**src/rtl/uart_rx_pkg.sv**
```systemverilog
// rtl/uart_rx_pkg.sv - shared state and parity-mode encodings for the UART RX frame checker
package uart_rx_pkg;

  typedef enum logic [2:0] {
    IDLE,
    DATA,
    PARITY,
    STOP,
    DONE
  } rx_state_t;

  localparam logic [1:0] PAR_EVEN  = 2'b00;
  localparam logic [1:0] PAR_ODD   = 2'b01;
  localparam logic [1:0] PAR_MARK  = 2'b10;
  localparam logic [1:0] PAR_SPACE = 2'b11;

  // Expected parity bit given the mode and the XOR-reduction of the data word.
  function automatic logic expected_parity(input logic [1:0] mode, input logic data_xor);
    logic exp_bit;
    case (mode)
      PAR_EVEN: exp_bit = data_xor;
      PAR_ODD:  exp_bit = ~data_xor;
      PAR_MARK: exp_bit = 1'b1;
      default:  exp_bit = 1'b0;
    endcase
    return exp_bit;
  endfunction

endpackage

```
**src/rtl/uart_rx_err_counter.sv**
```systemverilog
// rtl/uart_rx_err_counter.sv - saturating error counter, clear has priority over increment
module uart_rx_err_counter #(
  parameter int CNT_W = 8
) (
  input  logic             clk,
  input  logic             rst,
  input  logic             inc,
  input  logic             clr,
  output logic [CNT_W-1:0] cnt
);

  always_ff @(posedge clk) begin
    if (rst || clr) begin
      cnt <= '0;
    end else if (inc && (cnt != '1)) begin
      cnt <= cnt + 1'b1;
    end
  end

endmodule

```
**src/rtl/uart_rx_frame_check.sv**
```systemverilog
// rtl/uart_rx_frame_check.sv - UART RX frame assembly with parity and stop-bit checking
// Optional error counters are built when UART_RX_ERR_CNT_EN is defined.
module uart_rx_frame_check
  import uart_rx_pkg::*;
#(
  parameter int DATA_W = 8,
  parameter int CNT_W  = 8
) (
  input  logic              clk,
  input  logic              rst,
  input  logic              frame_start,
  input  logic              bit_valid,
  input  logic              sampled_bit,
  input  logic              par_en,
  input  logic [1:0]        par_mode,
  input  logic              stop2,
  input  logic              err_clr,
  output logic [DATA_W-1:0] p_data,
  output logic              frame_valid,
  output logic              par_error,
  output logic              stop_error,
  output logic              busy
`ifdef UART_RX_ERR_CNT_EN
  ,
  output logic [CNT_W-1:0]  par_err_cnt,
  output logic [CNT_W-1:0]  stop_err_cnt
`endif
);

  localparam logic [3:0] LAST_DATA = 4'(DATA_W - 1);

  rx_state_t         state, state_next;
  logic [3:0]        bit_cnt;
  logic [DATA_W-1:0] shift_q;
  logic              par_en_q, stop2_q;
  logic [1:0]        par_mode_q;
  logic              par_flag, stop_flag;
  logic              data_last, stop_last;

  assign data_last   = bit_valid && (bit_cnt == LAST_DATA);
  assign stop_last   = bit_valid && (stop2_q ? (bit_cnt == 4'd1) : 1'b1);
  assign frame_valid = (state == DONE);
  assign busy        = (state != IDLE);

  always_ff @(posedge clk) begin
    if (rst) begin
      state <= IDLE;
    end else begin
      state <= state_next;
    end
  end

  always_comb begin
    state_next = state;
    case (state)
      IDLE:    if (frame_start) state_next = DATA;
      DATA:    if (data_last) state_next = par_en_q ? PARITY : STOP;
      PARITY:  if (bit_valid) state_next = STOP;
      STOP:    if (stop_last) state_next = DONE;
      DONE:    state_next = IDLE;
      default: state_next = IDLE;
    endcase
  end

  // Results are loaded on the edge that consumes the final stop bit so they
  // are already valid during the single DONE cycle.
  always_ff @(posedge clk) begin
    if (rst) begin
      bit_cnt    <= '0;
      shift_q    <= '0;
      par_en_q   <= 1'b0;
      stop2_q    <= 1'b0;
      par_mode_q <= PAR_EVEN;
      par_flag   <= 1'b0;
      stop_flag  <= 1'b0;
      p_data     <= '0;
      par_error  <= 1'b0;
      stop_error <= 1'b0;
    end else begin
      case (state)
        IDLE: begin
          if (frame_start) begin
            bit_cnt    <= '0;
            par_en_q   <= par_en;
            stop2_q    <= stop2;
            par_mode_q <= par_mode;
            par_flag   <= 1'b0;
            stop_flag  <= 1'b0;
          end
        end
        DATA: begin
          if (bit_valid) begin
            shift_q <= {sampled_bit, shift_q[DATA_W-1:1]};
            bit_cnt <= data_last ? 4'd0 : bit_cnt + 4'd1;
          end
        end
        PARITY: begin
          if (bit_valid) begin
            par_flag <= (sampled_bit != expected_parity(par_mode_q, ^shift_q));
          end
        end
        STOP: begin
          if (bit_valid) begin
            bit_cnt   <= bit_cnt + 4'd1;
            stop_flag <= stop_flag | ~sampled_bit;
            if (stop_last) begin
              p_data     <= shift_q;
              par_error  <= par_flag;
              stop_error <= stop_flag | ~sampled_bit;
            end
          end
        end
        default: ;
      endcase
    end
  end

`ifdef UART_RX_ERR_CNT_EN
  uart_rx_err_counter #(.CNT_W(CNT_W)) u_par_cnt (
    .clk (clk),
    .rst (rst),
    .inc (frame_valid & par_error),
    .clr (err_clr),
    .cnt (par_err_cnt)
  );

  uart_rx_err_counter #(.CNT_W(CNT_W)) u_stop_cnt (
    .clk (clk),
    .rst (rst),
    .inc (frame_valid & stop_error),
    .clr (err_clr),
    .cnt (stop_err_cnt)
  );
`else
  logic [CNT_W-1:0] unused_cnt_cfg;
  assign unused_cnt_cfg = {CNT_W{err_clr}};
`endif

endmodule

```
**config.mk**
```make
export PLATFORM = sky130hd
export DESIGN_NAME = uart_rx_frame_check
export DESIGN_NICKNAME = d
export VERILOG_FILES = /design/src/rtl/uart_rx_pkg.sv /design/src/rtl/uart_rx_err_counter.sv /design/src/rtl/uart_rx_frame_check.sv
export SDC_FILE = /design/constraint.sdc
export NUM_CORES = 1
export LEC_CHECK = 0
export ABC_AREA = 1
export CORE_UTILIZATION = 57
export CTS_CLUSTER_DIAMETER = 60
export CTS_CLUSTER_SIZE = 24
export DETAILED_ROUTE_END_ITERATION = 12
export HOLD_SLACK_MARGIN = 0.06
export PLACE_DENSITY = 0.87
export SLEW_MARGIN = 5
export SYNTH_ARGS = -nofsm -noshare
export SYNTH_HDL_FRONTEND = slang
export SYNTH_SLANG_ARGS = --single-unit
```
**constraint.sdc**
```tcl
create_clock -name clk -period 2.3 [get_ports clk]
set_input_delay 0.23 -clock clk [delete_from_list [all_inputs] [get_ports clk]]
set_output_delay 0.23 -clock clk [all_outputs]
set_load 0.03 [all_outputs]
```
==> results.md <==
Worst setup path:
- For this design, the slowest cell found on the critical path is sky130_fd_sc_hd__clkdlybuf4s50_1.
- The number of cells on the worst reg-to-reg path is 7.
- Along the worst path, the maximum fanout reaches 3.
- Across all register-to-register paths, the minimum setup slack is 0.75 ns.
- The critical path class is flip-flop to primary output.
- The worst setup path is launched from a flip-flop.
- Traced cell by cell, the critical path runs through inv_1 -> nor3_1 -> clkdlybuf4s50_1.
- Data on the critical path is required at its endpoint by 2.07 ns.
- The kind of capture point of the worst setup path is a primary output.
- On the critical path the largest part of the delay comes from buffers and inverters.
- The buffer and inverter count on the worst path is 2.
- For this run, the slowest stage of the critical path takes 0.73 ns.
- The endpoint of the worst register-to-register path is stop_error.
- The worst register-to-register path begins at state[0].
- The arrival time at the worst endpoint is 1.81 ns.

Power and ir drop:
- The leakage power is 0.7546 nW.
- The maximum resistive drop on vdd is 0.8924 mV.
- For this design the ratio of total power to cell area is 961.9 nW/um^2.

CTS:
- Clock tree synthesis selected as its root buffer the cell sky130_fd_sc_hd__clkbuf_4.
- The clock net in this run drives a total of 31 sinks.
- The CTS H-tree depth is 2.
- For the worst-skew pair, the clock arrives at the later sink with an insertion delay of 0.32 ns.
- The clock tree from TritonCTS is done.
- The number of buffers between clock root and the deepest sink is 2.
- The clock transition time at the flip-flop clock pins of the worst setup and hold paths is 0.10 ns.
- The hold buffer count at cts is 0.
- The number of buffers added by the clock tree synthesis step is 5.
- The post-CTS setup buffer count is 0.
- The quantity of gates resized following cts is 0.

Synthesis:
- Yosys attributes the largest share of cell area to sky130_fd_sc_hd__dfxtp_1 41%, sky130_fd_sc_hd__nand2_1 15%, sky130_fd_sc_hd__a21oi_1 9.2%, sky130_fd_sc_hd__inv_1 5.2%, sky130_fd_sc_hd__nand3_1 4.9%.
- After synthesis the netlist holds a flip-flop and latch count of 31.
- The share of synthesized area in the top cell type comes to 40.76%.
- The synthesized netlist net count is 226.
- The average instance area after synthesis is 7.115 sq um.
- Yosys mapped a number of flops with a built-in enable equal to 0.
- The netlist uses 27 different library cells.
- The cell area that synthesis handed to floorplanning was 1523 sq um.
- Sequential elements use 40.76% of the synthesized area.
- The cell type with the highest aggregate area in the netlist is sky130_fd_sc_hd__dfxtp_1.
- The yosys synthesis warning count is 0.
- Ranked by instance count, the synthesized netlist is headed by 60 x sky130_fd_sc_hd__nand2_1, 31 x sky130_fd_sc_hd__dfxtp_1, 28 x sky130_fd_sc_hd__a21oi_1.
- Yosys instantiated no cell more often than sky130_fd_sc_hd__nand2_1.
- After technology mapping, the gate count stands at 214.
- The share of flip-flops with an asynchronous set or reset is 0%.
- For this run, the leading register cell type out of synthesis is sky130_fd_sc_hd__dfxtp_1.

Detailed routing:
- Summed over all layers, the routed wires come to 3053 microns.
- Dividing the detail-routed via count by the number of cells gives 5.079.
- The number of antenna-violating nets in the routed design is 0.
- The post-detailed-route DRC marker count is 0.
- The count of routing violations after the opening detailed-route iteration is 30.
- The mean routed wirelength per cell is 11.43 microns.
- The number of search-and-repair iterations in the first detailed-routing pass is 4.
- The via count of the routed design is 1356.

Timing:
- The clock period could shrink to 2.038 ns.
- The slew at the pin closest to its max-slew limit is 0.3632 ns.
- The count of pins over their slew limit is 0.
- The relative slew slack is 75.73%.
- Derived from the worst setup path, the maximum achievable clock frequency is 490.6 MHz.
- The hold violation total from the final report is 0.
- The share of the clock period used by the worst path after layout is 88.61%.
- After routing, the total negative slack on setup checks comes to 0 ns.
- Setup repair after global routing left no endpoint under its margin.
- The number of failing setup endpoints in the final timing report is 0.
- For the final database, setup skew stands at 0.007448 ns.

Floorplan:
- The y dimension of the die is 53.69 microns.
- The floorplan step defined a die boundary enclosing 2882 sq um.
- The total area inside the core boundary comes to 2500 sq um.
- The die is 53.69 microns wide.
- The number of rows created at floorplan is 18.
- In this run the count of I/O pins placed on the die edge is 22.
- The initial utilization of the core area, before any placement, comes to 60.91%.

Layout:
- The filler-free cell count of the finished design is 267.
- The area growth from synthesis to final layout is 19.47%.
- The post-route netlist has 11.81% of its cells at a drive strength greater than 1.
- At the end of the flow, the number of nets in the layout was 248.
- 0 antenna diodes ended up in the layout.

Global route:
- The initial antenna violation count is 0.
- The largest net degree at the start of global routing is 21.
- Global routing finished with a remaining overflow of 0.
- The via count of the first global-routing pass is 1190.
- The global-route wire length before repair is 5064 microns.
- Global routing used 24.79% of the available tracks.

Status:
- The run finished with clean final reports.

Place:
- Routability-driven placement finished with a final weighted congestion of 0.8008.
- Detailed placement ended at an HPWL of 2204 microns.
- Port buffering added 20 buffers.
- The number of placed cells counting well taps is 259.

Worst hold path:
- The worst hold path stage count is 2.
- The worst hold endpoint is p_data[2].
- The worst hold path class is flip-flop to flip-flop.
- The startpoint identified for the worst hold timing path is p_data[2].

Flow run:
- The max-cap check violation count is 0.
==> cell type report <==
| cell class | instances | area (sq um) |
|---|---|---|
| multi-input combinational | 151 | 765.7 |
| fill | 193 | 680.7 |
| sequential | 31 | 620.6 |
| timing repair buffer | 22 | 215.2 |
| inverter | 25 | 93.84 |
| clock buffer | 6 | 51.30 |
| tap | 30 | 37.54 |
| clock inverter | 2 | 35.03 |
==> logic make-up after synthesis <==
group           after synthesis  synth area share, %
compound gates               48                17.09
fa+ha+maj                     2                1.643
buf+inv                      32                8.956
simple gates                 99                30.40
xor+xnor                      2                1.151
flops                        31                40.76
==> state kept, by name, indices dropped and copies added, names as in the netlist <==
register,count
bit_cnt,4
stop_error,1
stop2_q,1
par_en_q,1
p_data,8
state,3
par_error,1
shift_q,8
stop_flag,1
par_flag,1
par_mode_q,2
==> routing by layer <==
metal	wire length, microns	global-route usage, %
met4	61	13.60
met1	1564	32.93
met5	0	0
met2	1286	36.01
met3	141	6.780
==> cell usage in the layout (no fill, tap or decap) <==
cell                              count
sky130_fd_sc_hd__nand4_1              1
sky130_fd_sc_hd__buf_4                2
sky130_fd_sc_hd__nor3_1               3
sky130_fd_sc_hd__nand2_1             60
sky130_fd_sc_hd__nand3_1             15
sky130_fd_sc_hd__dfxtp_1             31
sky130_fd_sc_hd__a211oi_2             1
sky130_fd_sc_hd__ha_1                 2
sky130_fd_sc_hd__nor2_1               9
sky130_fd_sc_hd__clkinv_2             1
sky130_fd_sc_hd__inv_1               21
sky130_fd_sc_hd__clkbuf_8             1
sky130_fd_sc_hd__xnor2_1              2
sky130_fd_sc_hd__nand2_4              2
sky130_fd_sc_hd__nand2_2              3
sky130_fd_sc_hd__clkbuf_4             5
sky130_fd_sc_hd__clkdlybuf4s50_1     20
sky130_fd_sc_hd__o21ai_1              7
sky130_fd_sc_hd__nor2_4               3
sky130_fd_sc_hd__nor2_2               1
sky130_fd_sc_hd__bufinv_16            1
sky130_fd_sc_hd__inv_2                4
sky130_fd_sc_hd__nor3_4               1
sky130_fd_sc_hd__o211a_1              1
sky130_fd_sc_hd__nor3_2               1
sky130_fd_sc_hd__o21ai_0              9
sky130_fd_sc_hd__a21oi_1             28
sky130_fd_sc_hd__a21oi_2              2
==> where the power goes <==
group	total, mW	internal (mW)	switching, mW
Clock	0.447	0.257	0.190
Sequential	0.704	0.615	0.0886
Combinational	0.600	0.220	0.380
==> worst max path at each step <==
stage	from	to	depth (start not counted)
after detailed placement	bit_valid	stop_error	6
final	state[2]	frame_valid	3
after global routing	state[2]	frame_valid	3
after global placement	bit_valid	stop_error	6
after floorplan	bit_cnt[0]	state[0]	9
after CTS	state[2]	frame_valid	3
==> stage by stage <==
stage / instance area [sq um] / hold WS (ns) / total power [mW] / worst slack [ns] / util (%)
floorplan: 1523 / 0.3797 / 1.184 / 0.8846 / -
global placement: 1733 / 0.4514 / 1.293 / 0.5637 / 69.32
global route: 1819 / 0.4886 / 1.882 / 0.1978 / 72.77
CTS: 1819 / 0.4702 / 1.754 / 0.2606 / 72.77
finish: 1819 / 0.4687 / 1.750 / 0.2619 / 72.77
detailed placement: 1733 / 0.4540 / 1.312 / 0.5588 / 69.32
==> worst register-to-register path: cells and delay by family (launching register included) <==
family / cells / cell delay (ns)
AND/OR/NAND/NOR: 4 / 0.56
flip-flops: 1 / 0.44
buffers and inverters: 2 / 0.25
AO/OA/AOI/OAI: 1 / 0.22
No activity file was read; power rests on OpenSTA's default activity.
